File: src/rtl/jtcps1_vram_slotarb.sv
// jtcps1_vram_slotarb
// Four-slot read arbiter between the CPS1 video memory clients (tile-map VRAM,
// OBJ VRAM, palette VRAM, GFX ROM) and the single SDRAM read port. Each slot
// keeps a one-entry cache of its last fetched word; only a cache miss
// generates an SDRAM access, and only one access is outstanding at a time.
//
// Ports:
//   clk, rstn         clock (rising edge) and asynchronous active-low reset
//   slot_cs[3:0]      per-slot read request, held until slot_ok
//   slot_addr         per-slot word address, slot i at [i*AW +: AW]
//   slot_clr[3:0]     per-slot cache invalidate pulse
//   slot_dout         per-slot cached word, slot i at [i*32 +: 32]
//   slot_ok[3:0]      per-slot data valid for the current address (registered)
//   sdram_req/ack     SDRAM request and acceptance
//   sdram_addr        offset-adjusted request address
//   data_rdy/read     one-cycle read data strobe and data
//   refresh_en        controller may refresh (arbiter idle, nothing pending)
//   state_dbg         current arbiter state (IDLE=0, REQ=1, WAIT=2)
//
// Handshake: sdram_req rises with sdram_addr stable and stays high until the
// cycle in which sdram_ack is sampled high; data_rdy is a one-cycle strobe
// qualifying data_read and may coincide with sdram_ack. A data_rdy seen
// outside REQ/WAIT is ignored.
//
// Build option: define JTCPS1_ARB_FIXPRIO_EN for fixed priority (slot 0
// highest); otherwise pending slots are served round-robin.

module jtcps1_vram_slotarb #(
  parameter int          AW      = 22,
  parameter logic [AW-1:0] OFFSET0 = 22'h3B_0000,
  parameter logic [AW-1:0] OFFSET1 = 22'h3B_0000,
  parameter logic [AW-1:0] OFFSET2 = 22'h3B_0000,
  parameter logic [AW-1:0] OFFSET3 = 22'h0A_8000
) (
  input  logic            clk,
  input  logic            rstn,
  input  logic [3:0]      slot_cs,
  input  logic [4*AW-1:0] slot_addr,
  input  logic [3:0]      slot_clr,
  output logic [127:0]    slot_dout,
  output logic [3:0]      slot_ok,
  output logic            sdram_req,
  input  logic            sdram_ack,
  output logic [AW-1:0]   sdram_addr,
  input  logic            data_rdy,
  input  logic [31:0]     data_read,
  output logic            refresh_en,
  output logic [1:0]      state_dbg
);

  typedef enum logic [1:0] {
    IDLE = 2'd0,
    REQ  = 2'd1,
    WAIT = 2'd2
  } state_t;

  state_t        state, state_nxt;

  logic [3:0]    valid;
  logic [AW-1:0] tag  [4];
  logic [31:0]   data [4];
  logic [1:0]    ptr;
  logic [1:0]    cur;
  logic          drop;       // clear seen for the slot in flight
  logic [AW-1:0] req_addr;   // un-offset address of the access in flight

  logic [AW-1:0] addr_a [4];
  logic [AW-1:0] off_a  [4];
  logic [3:0]    hit, pend;
  logic [1:0]    pick;
  logic          issue, fill;

  assign off_a[0] = OFFSET0;
  assign off_a[1] = OFFSET1;
  assign off_a[2] = OFFSET2;
  assign off_a[3] = OFFSET3;

  always_comb begin
    for (int i = 0; i < 4; i++) begin
      addr_a[i] = slot_addr[i*AW +: AW];
      hit[i]    = slot_cs[i] & valid[i] & (tag[i] == addr_a[i]);
      pend[i]   = slot_cs[i] & ~hit[i];
    end
  end

`ifdef JTCPS1_ARB_FIXPRIO_EN
  // Lowest index wins: scan downward so the last match is the smallest.
  always_comb begin
    pick = 2'd0;
    for (int i = 3; i >= 0; i--) begin
      if (pend[i]) pick = 2'(i);
    end
  end
`else
  logic       rr_found;
  logic [1:0] rr_idx;

  // First pending slot at or above the pointer, wrapping modulo 4.
  always_comb begin
    pick     = ptr;
    rr_found = 1'b0;
    rr_idx   = ptr;
    for (int k = 0; k < 4; k++) begin
      rr_idx = ptr + 2'(k);
      if (!rr_found && pend[rr_idx]) begin
        pick     = rr_idx;
        rr_found = 1'b1;
      end
    end
  end
`endif

  // Next-state logic. fill marks the cycle in which returned data is stored;
  // an ack coinciding with data_rdy in REQ skips WAIT.
  always_comb begin
    state_nxt = state;
    issue     = 1'b0;
    fill      = 1'b0;
    case (state)
      IDLE: begin
        if (|pend) begin
          issue     = 1'b1;
          state_nxt = REQ;
        end
      end
      REQ: begin
        if (sdram_ack) begin
          fill      = data_rdy;
          state_nxt = data_rdy ? IDLE : WAIT;
        end
      end
      WAIT: begin
        if (data_rdy) begin
          fill      = 1'b1;
          state_nxt = IDLE;
        end
      end
      default: state_nxt = IDLE;
    endcase
  end

  always_ff @(posedge clk or negedge rstn) begin
    if (!rstn) state <= IDLE;
    else       state <= state_nxt;
  end

  always_ff @(posedge clk or negedge rstn) begin
    if (!rstn) begin
      valid      <= 4'd0;
      ptr        <= 2'd0;
      cur        <= 2'd0;
      drop       <= 1'b0;
      req_addr   <= '0;
      sdram_req  <= 1'b0;
      sdram_addr <= '0;
      slot_ok    <= 4'd0;
      refresh_en <= 1'b0;
      for (int i = 0; i < 4; i++) begin
        tag[i]  <= '0;
        data[i] <= 32'd0;
      end
    end else begin
      slot_ok    <= hit & ~slot_clr;
      refresh_en <= (state == IDLE) & ~|pend;
      valid      <= valid & ~slot_clr;

      if (issue) begin
        cur        <= pick;
        req_addr   <= addr_a[pick];
        sdram_addr <= addr_a[pick] + off_a[pick];
        sdram_req  <= 1'b1;
        // A clear in the issue cycle already refers to the word being fetched.
        drop       <= slot_clr[pick];
      end else if (state == REQ && sdram_ack) begin
        sdram_req  <= 1'b0;
      end

      if (state != IDLE && slot_clr[cur]) drop <= 1'b1;

      // Data is always stored; the clear (sticky or same-cycle) wins over valid.
      if (fill) begin
        data[cur]  <= data_read;
        tag[cur]   <= req_addr;
        valid[cur] <= ~(drop | slot_clr[cur]);
        ptr        <= cur + 2'd1;
      end
    end
  end

  always_comb begin
    for (int i = 0; i < 4; i++) begin
      slot_dout[i*32 +: 32] = data[i];
    end
  end

  assign state_dbg = state;

endmodule

File: config.mk
export PLATFORM = sky130hd
export DESIGN_NAME = jtcps1_vram_slotarb
export DESIGN_NICKNAME = d
export VERILOG_FILES = /design/src/rtl/jtcps1_vram_slotarb.sv
export SDC_FILE = /design/constraint.sdc
export NUM_CORES = 1
export LEC_CHECK = 0
export BUFFER_PORTS_ARGS = -buffer_cell sky130_fd_sc_hd__buf_2
export CORE_ASPECT_RATIO = 0.6
export CORE_UTILIZATION = 60
export CTS_BUF_LIST = sky130_fd_sc_hd__clkbuf_4 sky130_fd_sc_hd__clkbuf_8
export DETAILED_ROUTE_END_ITERATION = 12
export PLACE_DENSITY = 0.89
export SYNTH_ARGS = -nofsm -noshare
export SYNTH_HDL_FRONTEND = slang
export SYNTH_SLANG_ARGS = --single-unit
File: constraint.sdc
create_clock -name clk -period 12.9 [get_ports clk]
set_input_delay 0 -clock clk [delete_from_list [all_inputs] [get_ports clk]]
set_output_delay 0 -clock clk [all_outputs]
set_load 0.005 [all_outputs]
# --- Word-level counts from Yosys, hierarchy flattened ---
# Cells that the tools add are included.
totals:
  reg_bits: 277
  latchBits: 0
  input_bits: 132
  word_cells: 131
  ram_bits: 0
  mem_count: 0
  rom_bits: 0
  out_inout_bits: 158
classes:
  n_mul: 0
  n_div: 0
  order_cmp: 10
  n_shift: 0
  add_sub_neg: 5
  eq_ne: 9
  n_reduce_logical: 17
  bitwise: 24
  n_mux: 48
ops:
  columns: ["cell", "count"]
  rows:
  - ["bitwise mux 128 bit", 1]
  - ["two-way mux 22 bit", 5]
  - ["binary-select mux 22 bit (select 2 bit)", 2]
  - ["bitwise mux 88 bit", 1]
  - ["equality test 22 bit", 4]
  - ["demux 32 bit (select 2 bit)", 1]
  - ["demux 22 bit (select 2 bit)", 1]
  - ["two-way mux 32 bit", 1]
  - ["adder 22 bit", 1]
  - ["< comparator 2 x 3 -> 1 bit (second input constant)", 6]
  - ["two-way mux 1 bit", 18]
  - ["two-way mux 2 bit", 7]
  - ["bitwise AND 1 bit", 13]
  - ["binary-select mux 1 bit (select 2 bit)", 6]
  - ["bitwise AND 4 bit", 2]
  - ["logical AND 1 bit", 7]
  - ["greater-or-equal comparator 3 bit (second input constant)", 2]
  - ["!= test 2 bit (second input constant)", 3]
  - ["inverter 2 -> 3 bit", 2]
  - ["case mux 2 bit (3 select lines)", 1]
  - ["nonzero test 2 bit", 3]
  - ["inverter 1 bit", 5]
  - ["adder 2 x 1 -> 2 bit (second input constant)", 2]
  - ["adder 2 bit (second input constant)", 2]
  - ["other kinds (14)", 17]

# --- Logic depth before layout (Yosys ltp) ---
depth:
  depth_word: 21
  ltp_mapped: 15
  depth_no_buf: 14

# --- Worst setup path after synthesis ---
# No wires, ideal clock.
synth_timing:
  path_kind: "reg-to-reg"
  from: "register tag[27] in the netlist's numbering"
  to: "register sdram_addr[21]"
  arrival_time_ps: 3917
  required_time_ps: 12769
  slack_ps: 8851
  path_buffers: 2
  stages_incl_launch_ff: 16
  period_less_slack_ps: 4049
  setup_ps: 131
  path_cell_list: "dfrtp_1 xor2_1 or4_1 or4_4 o21ai_4 o221ai_1 a21oi_4 buf_6 buf_6 mux2i_1 a21oi_1 ha_1 fa_1 o21a_1 o2111ai_1 nand3_1"
synth_between:
  elab_chain_len: 21
  word_cells_on_any_way: 35
  cone_classes: "add/sub: 1; eq/ne: 1; mux: 22; bitwise: 4; reduce/logical: 7"
synth_rtl:
  columns: ["item", "line", "source"]
  rows:
  - ["start: declaration", "60", "logic [AW-1:0] tag [4];"]
  - ["start signal: indexed assignment", "183", "tag[cur] <= req_addr;"]
  - ["equality test 22 bit (*)", "81", "hit[i] = slot_cs[i] & valid[i] & (tag[i] == addr_a[i]);"]
  - ["bitwise AND 1 bit (*)", "81", null]
  - ["inverter 1 bit (*)", "82", "pend[i] = slot_cs[i] & ~hit[i];"]
  - ["bitwise AND 1 bit (*)", "82", null]
  - ["binary-select mux 1 bit (select 2 bit)", "105", "if (!rr_found && pend[rr_idx]) begin"]
  - ["two-way mux 1 bit (implied by the code)", "105", null]
  - ["two-way mux 1 bit", "105", null]
  - ["zero test 1 bit", "105", null]
  - ["[... 4 more ...]", null, null]
  - ["two-way mux 1 bit", "105", null]
  - ["zero test 1 bit", "105", null]
  - ["logical AND 1 bit", "105", null]
  - ["two-way mux 2 bit", "105", null]
  - ["inverter 2 -> 3 bit (implied by the code)", "170", "sdram_addr <= addr_a[pick] + off_a[pick];"]
  - ["binary-select mux 22 bit (select 2 bit)", "170", null]
  - ["two-way mux 22 bit (implied by the code) (2 in series)", "170", null]
  - ["adder 22 bit", "170", null]
  - ["end signal: assignment", "170", null]
  - ["end: declaration", "44", "output logic [AW-1:0] sdram_addr,"]
# Mark *: on every way between the ends. The rest lies on a longest branch, timed or not. The select of a mux whose other input is x is not followed.
# A chain may end at the register's enable or synchronous reset.

# --- Final worst setup path ---
layout_timing:
  from: "register tag[77] in the netlist's numbering"
  to: "register sdram_addr[21]"
# The elaborated chain is that of the path after synthesis.

==> results.sh <==
export IMPL_wl_um=34800
export IMPL_skew_ns=0.0300
export IMPL_post_cts_setup_buffers=0
export IMPL_dp_hpwl_um=23400
export IMPL_syn_area_sq_mm=0.0121
export IMPL_rows=39
export IMPL_timing_rr_start="tag[77]"
export IMPL_antenna_found_initial=1
export IMPL_ff2ff_path_depth=15
export IMPL_yosysWarnings=0
export IMPL_endpoint="sdram_addr[21]"
export IMPL_reg2reg_slack_ns=7.31
export IMPL_grt_pass1_wl_um=53600
export IMPL_min_period_ns=5.59
export IMPL_syn_avg_cell_area_sq_um=13.0
export IMPL_layout_commonest_cell="buf_2"
export IMPL_cts_resized=0
export IMPL_grt_overflow_total=0
export IMPL_finalNetCount=1440
export IMPL_gp_congestion=0.939
export IMPL_outcome="finished, final reports clean"
export IMPL_chipHeight_um=112
export IMPL_ir_drop_v=0.000121
export IMPL_synth_main_ff_cell="dfrtp_1"
export IMPL_core_region_area_sq_mm=0.0194
export IMPL_crit_path_end_kind="register"
export IMPL_critical_path_class="reg2reg"
export IMPL_post_drt_wl_per_cell_um=21.9
export IMPL_maxSlewViolCount=0
export IMPL_cts_buffers=39
export IMPL_grt_pass1_vias=9420
export IMPL_final_hold_violation_count=0
export IMPL_ys_types=52
export IMPL_grt_util_all_layers=0.345
export IMPL_crit_start="tag[77]"
export IMPL_timing_final_crit_share=0.434
export IMPL_via_per_inst=5.75
export IMPL_layout_common_cells="buf_2, dfrtp_1, mux2_2"
export IMPL_fp_dieArea_sq_mm=0.0207
export IMPL_cts_max_level=2
export IMPL_r2r_end="sdram_addr[21]"
export IMPL_max_cap_viol_count=0
export IMPL_drive_above_1_share=0.463
export IMPL_die_w_um=185
export IMPL_required_ns=13.30
export IMPL_ctsHoldBuffers=89
export IMPL_n_fill_cell=1175
export IMPL_setup_violations_final=0
export IMPL_clock_path_buffers=3
export IMPL_hold_path_class="in2reg"
export IMPL_area_delta_synth_final_pct=27.1
export IMPL_path_clk_slew_ns=0.07
export IMPL_rsz0062_at_grt="no"
export IMPL_p_leak_nw=7.61
export IMPL_portBuffers=289
export IMPL_cellPowerDensity_mw_per_mm2=226
export IMPL_crit_fanout=37
export IMPL_clock_sinks=262
export IMPL_synthesis_nets=1068
export IMPL_dp_cells=1433
export IMPL_cp_data_arrival_time_ns=5.99
export IMPL_syn_inst=925
export IMPL_synthArstFlopShare=1.00
export IMPL_finalSetupTns_ns=0
export IMPL_seq_area_frac_synth=0.543
export IMPL_grt_max_degree=117
export IMPL_first_pass_iters=5
export IMPL_drtIter0Drc=859
export IMPL_synth_edf_count=0
export IMPL_cts_tree="done"
export IMPL_max_slew_margin=0.325
export IMPL_drc=0
export IMPL_ios=290
export IMPL_clock_latency_ns=0.53
export IMPL_dr_total_vias=9156
export IMPL_crit_path_start_kind="register"
export IMPL_ant_nets=0
export IMPL_clockRootBuffer="clkbuf_8"
export IMPL_tightestPinTransition_ns=1.01
export IMPL_initial_core_util=0.623
export IMPL_ys_ff_latch=262
export IMPL_finalNonFillerCells=1592
export IMPL_fmax_mhz=179
worst min-delay path by stage:
stage                     slack [ns]           from  depth (start not counted)              to
after CTS                       0.01  slot_addr[33]                          5  sdram_addr[11]
after floorplan                -0.30           rstn                          0          cur[0]
after global placement          0.13           rstn                          1  sdram_addr[19]
after detailed placement        0.13           rstn                          1  sdram_addr[19]
final                           0.01  slot_addr[33]                          5  sdram_addr[11]
after global routing            0.05  slot_addr[16]                          5    req_addr[16]
power by group:
part	internal, mW	leakage (nW)	total [mW]	switching [mW]
logic	0.693	3.80	1.33	0.635
clock network	0.388	0.443	0.706	0.317
registers	1.18	3.36	1.44	0.260
synth_stat cells (4+ instances only):
cell type	count	area, sq um
xor2_1	64	561
mux2i_1	29	290
o21a_1	4	30.0
nor2_1	10	37.5
xnor2_1	27	236
nand2b_1	5	31.3
ha_1	10	125
nor3_1	7	35.0
nor4_1	16	100
a21oi_1	7	35.0
or4_1	5	37.5
a211oi_1	5	37.5
inv_1	11	41.3
nand4_1	11	68.8
mux2_2	235	2650
nand2_1	72	270
and2_1	5	31.3
clkbuf_1	35	131
o21ai_1	7	35.0
buf_4	17	128
nor2b_1	4	25.0
o21ai_0	42	210
dfrtp_1	262	6560
critical path, cell delays in order, from the launching register on:
cell           delay, ns
dfrtp_1             0.39
xor2_1              0.17
nor4_1              0.45
nand4_1             0.26
o21ai_0             0.56
o221ai_1            0.26
a21oi_4             0.61
buf_4               0.62
mux2i_1             0.26
dlygate4sd3_1       0.57
a21oi_1             0.09
ha_1                0.31
fa_1                0.43
o21a_1              0.21
o2111ai_1           0.17
nand3_1             0.10
registers in the layout, summed over array words and instances, names as in the netlist:
name / count
ptr: 2
cur: 2
slot_ok: 4
req_addr: 7
slot_dout: 128
sdram_addr: 22
refresh_en: 1
tag: 88
drop: 1
state_dbg: 2
valid: 4
sdram_req: 1
logic make-up after synthesis:
family,after synthesis,share of synthesized area
AO/OA/AOI/OAI,80,0.0406
XOR/XNOR,91,0.0660
adder cells (fa/ha/maj),11,0.0120
buffers and inverters,66,0.0272
flip-flops,262,0.543
multiplexers,268,0.250
AND/OR/NAND/NOR,147,0.0608
metal layers:
layer  routed length, um  track usage  vias up  part of all wire
met5                   0            0        -                 0
met4                 792       0.0953        0             0.023
met3                3410       0.0913       76             0.098
met2               15700        0.531      479              0.45
met1               14900        0.484     4605              0.43
li1                    -            -     3996                 -
layout make-up:
| class | instances | area, sq um | share of cell area |
|---|---|---|---|
| antenna | 1 | 2.50 | 0.000163 |
| timing repair buffer | 386 | 2410 | 0.157 |
| sequential | 262 | 6560 | 0.427 |
| tap | 266 | 333 | 0.0217 |
| inverter | 11 | 41.3 | 0.00269 |
| multi-input combinational | 597 | 5190 | 0.338 |
| clock inverter | 9 | 70.1 | 0.00457 |
| clock buffer | 60 | 744 | 0.0485 |
per-stage QoR:
stage	cell area (sq um)	util	hold WS, ns	worst slack [ns]	power (mW)
finish	15300	0.792	0.0119	7.31	3.47
global route	15300	0.792	0.0462	7.05	3.67
CTS	15300	0.792	0.00980	7.43	3.44
detailed placement	13600	0.704	0.131	7.90	2.67
global placement	13600	0.704	0.133	8.06	2.59
floorplan	12100	-	-0.296	8.85	2.17
No activity file was read; power rests on OpenSTA's default activity.
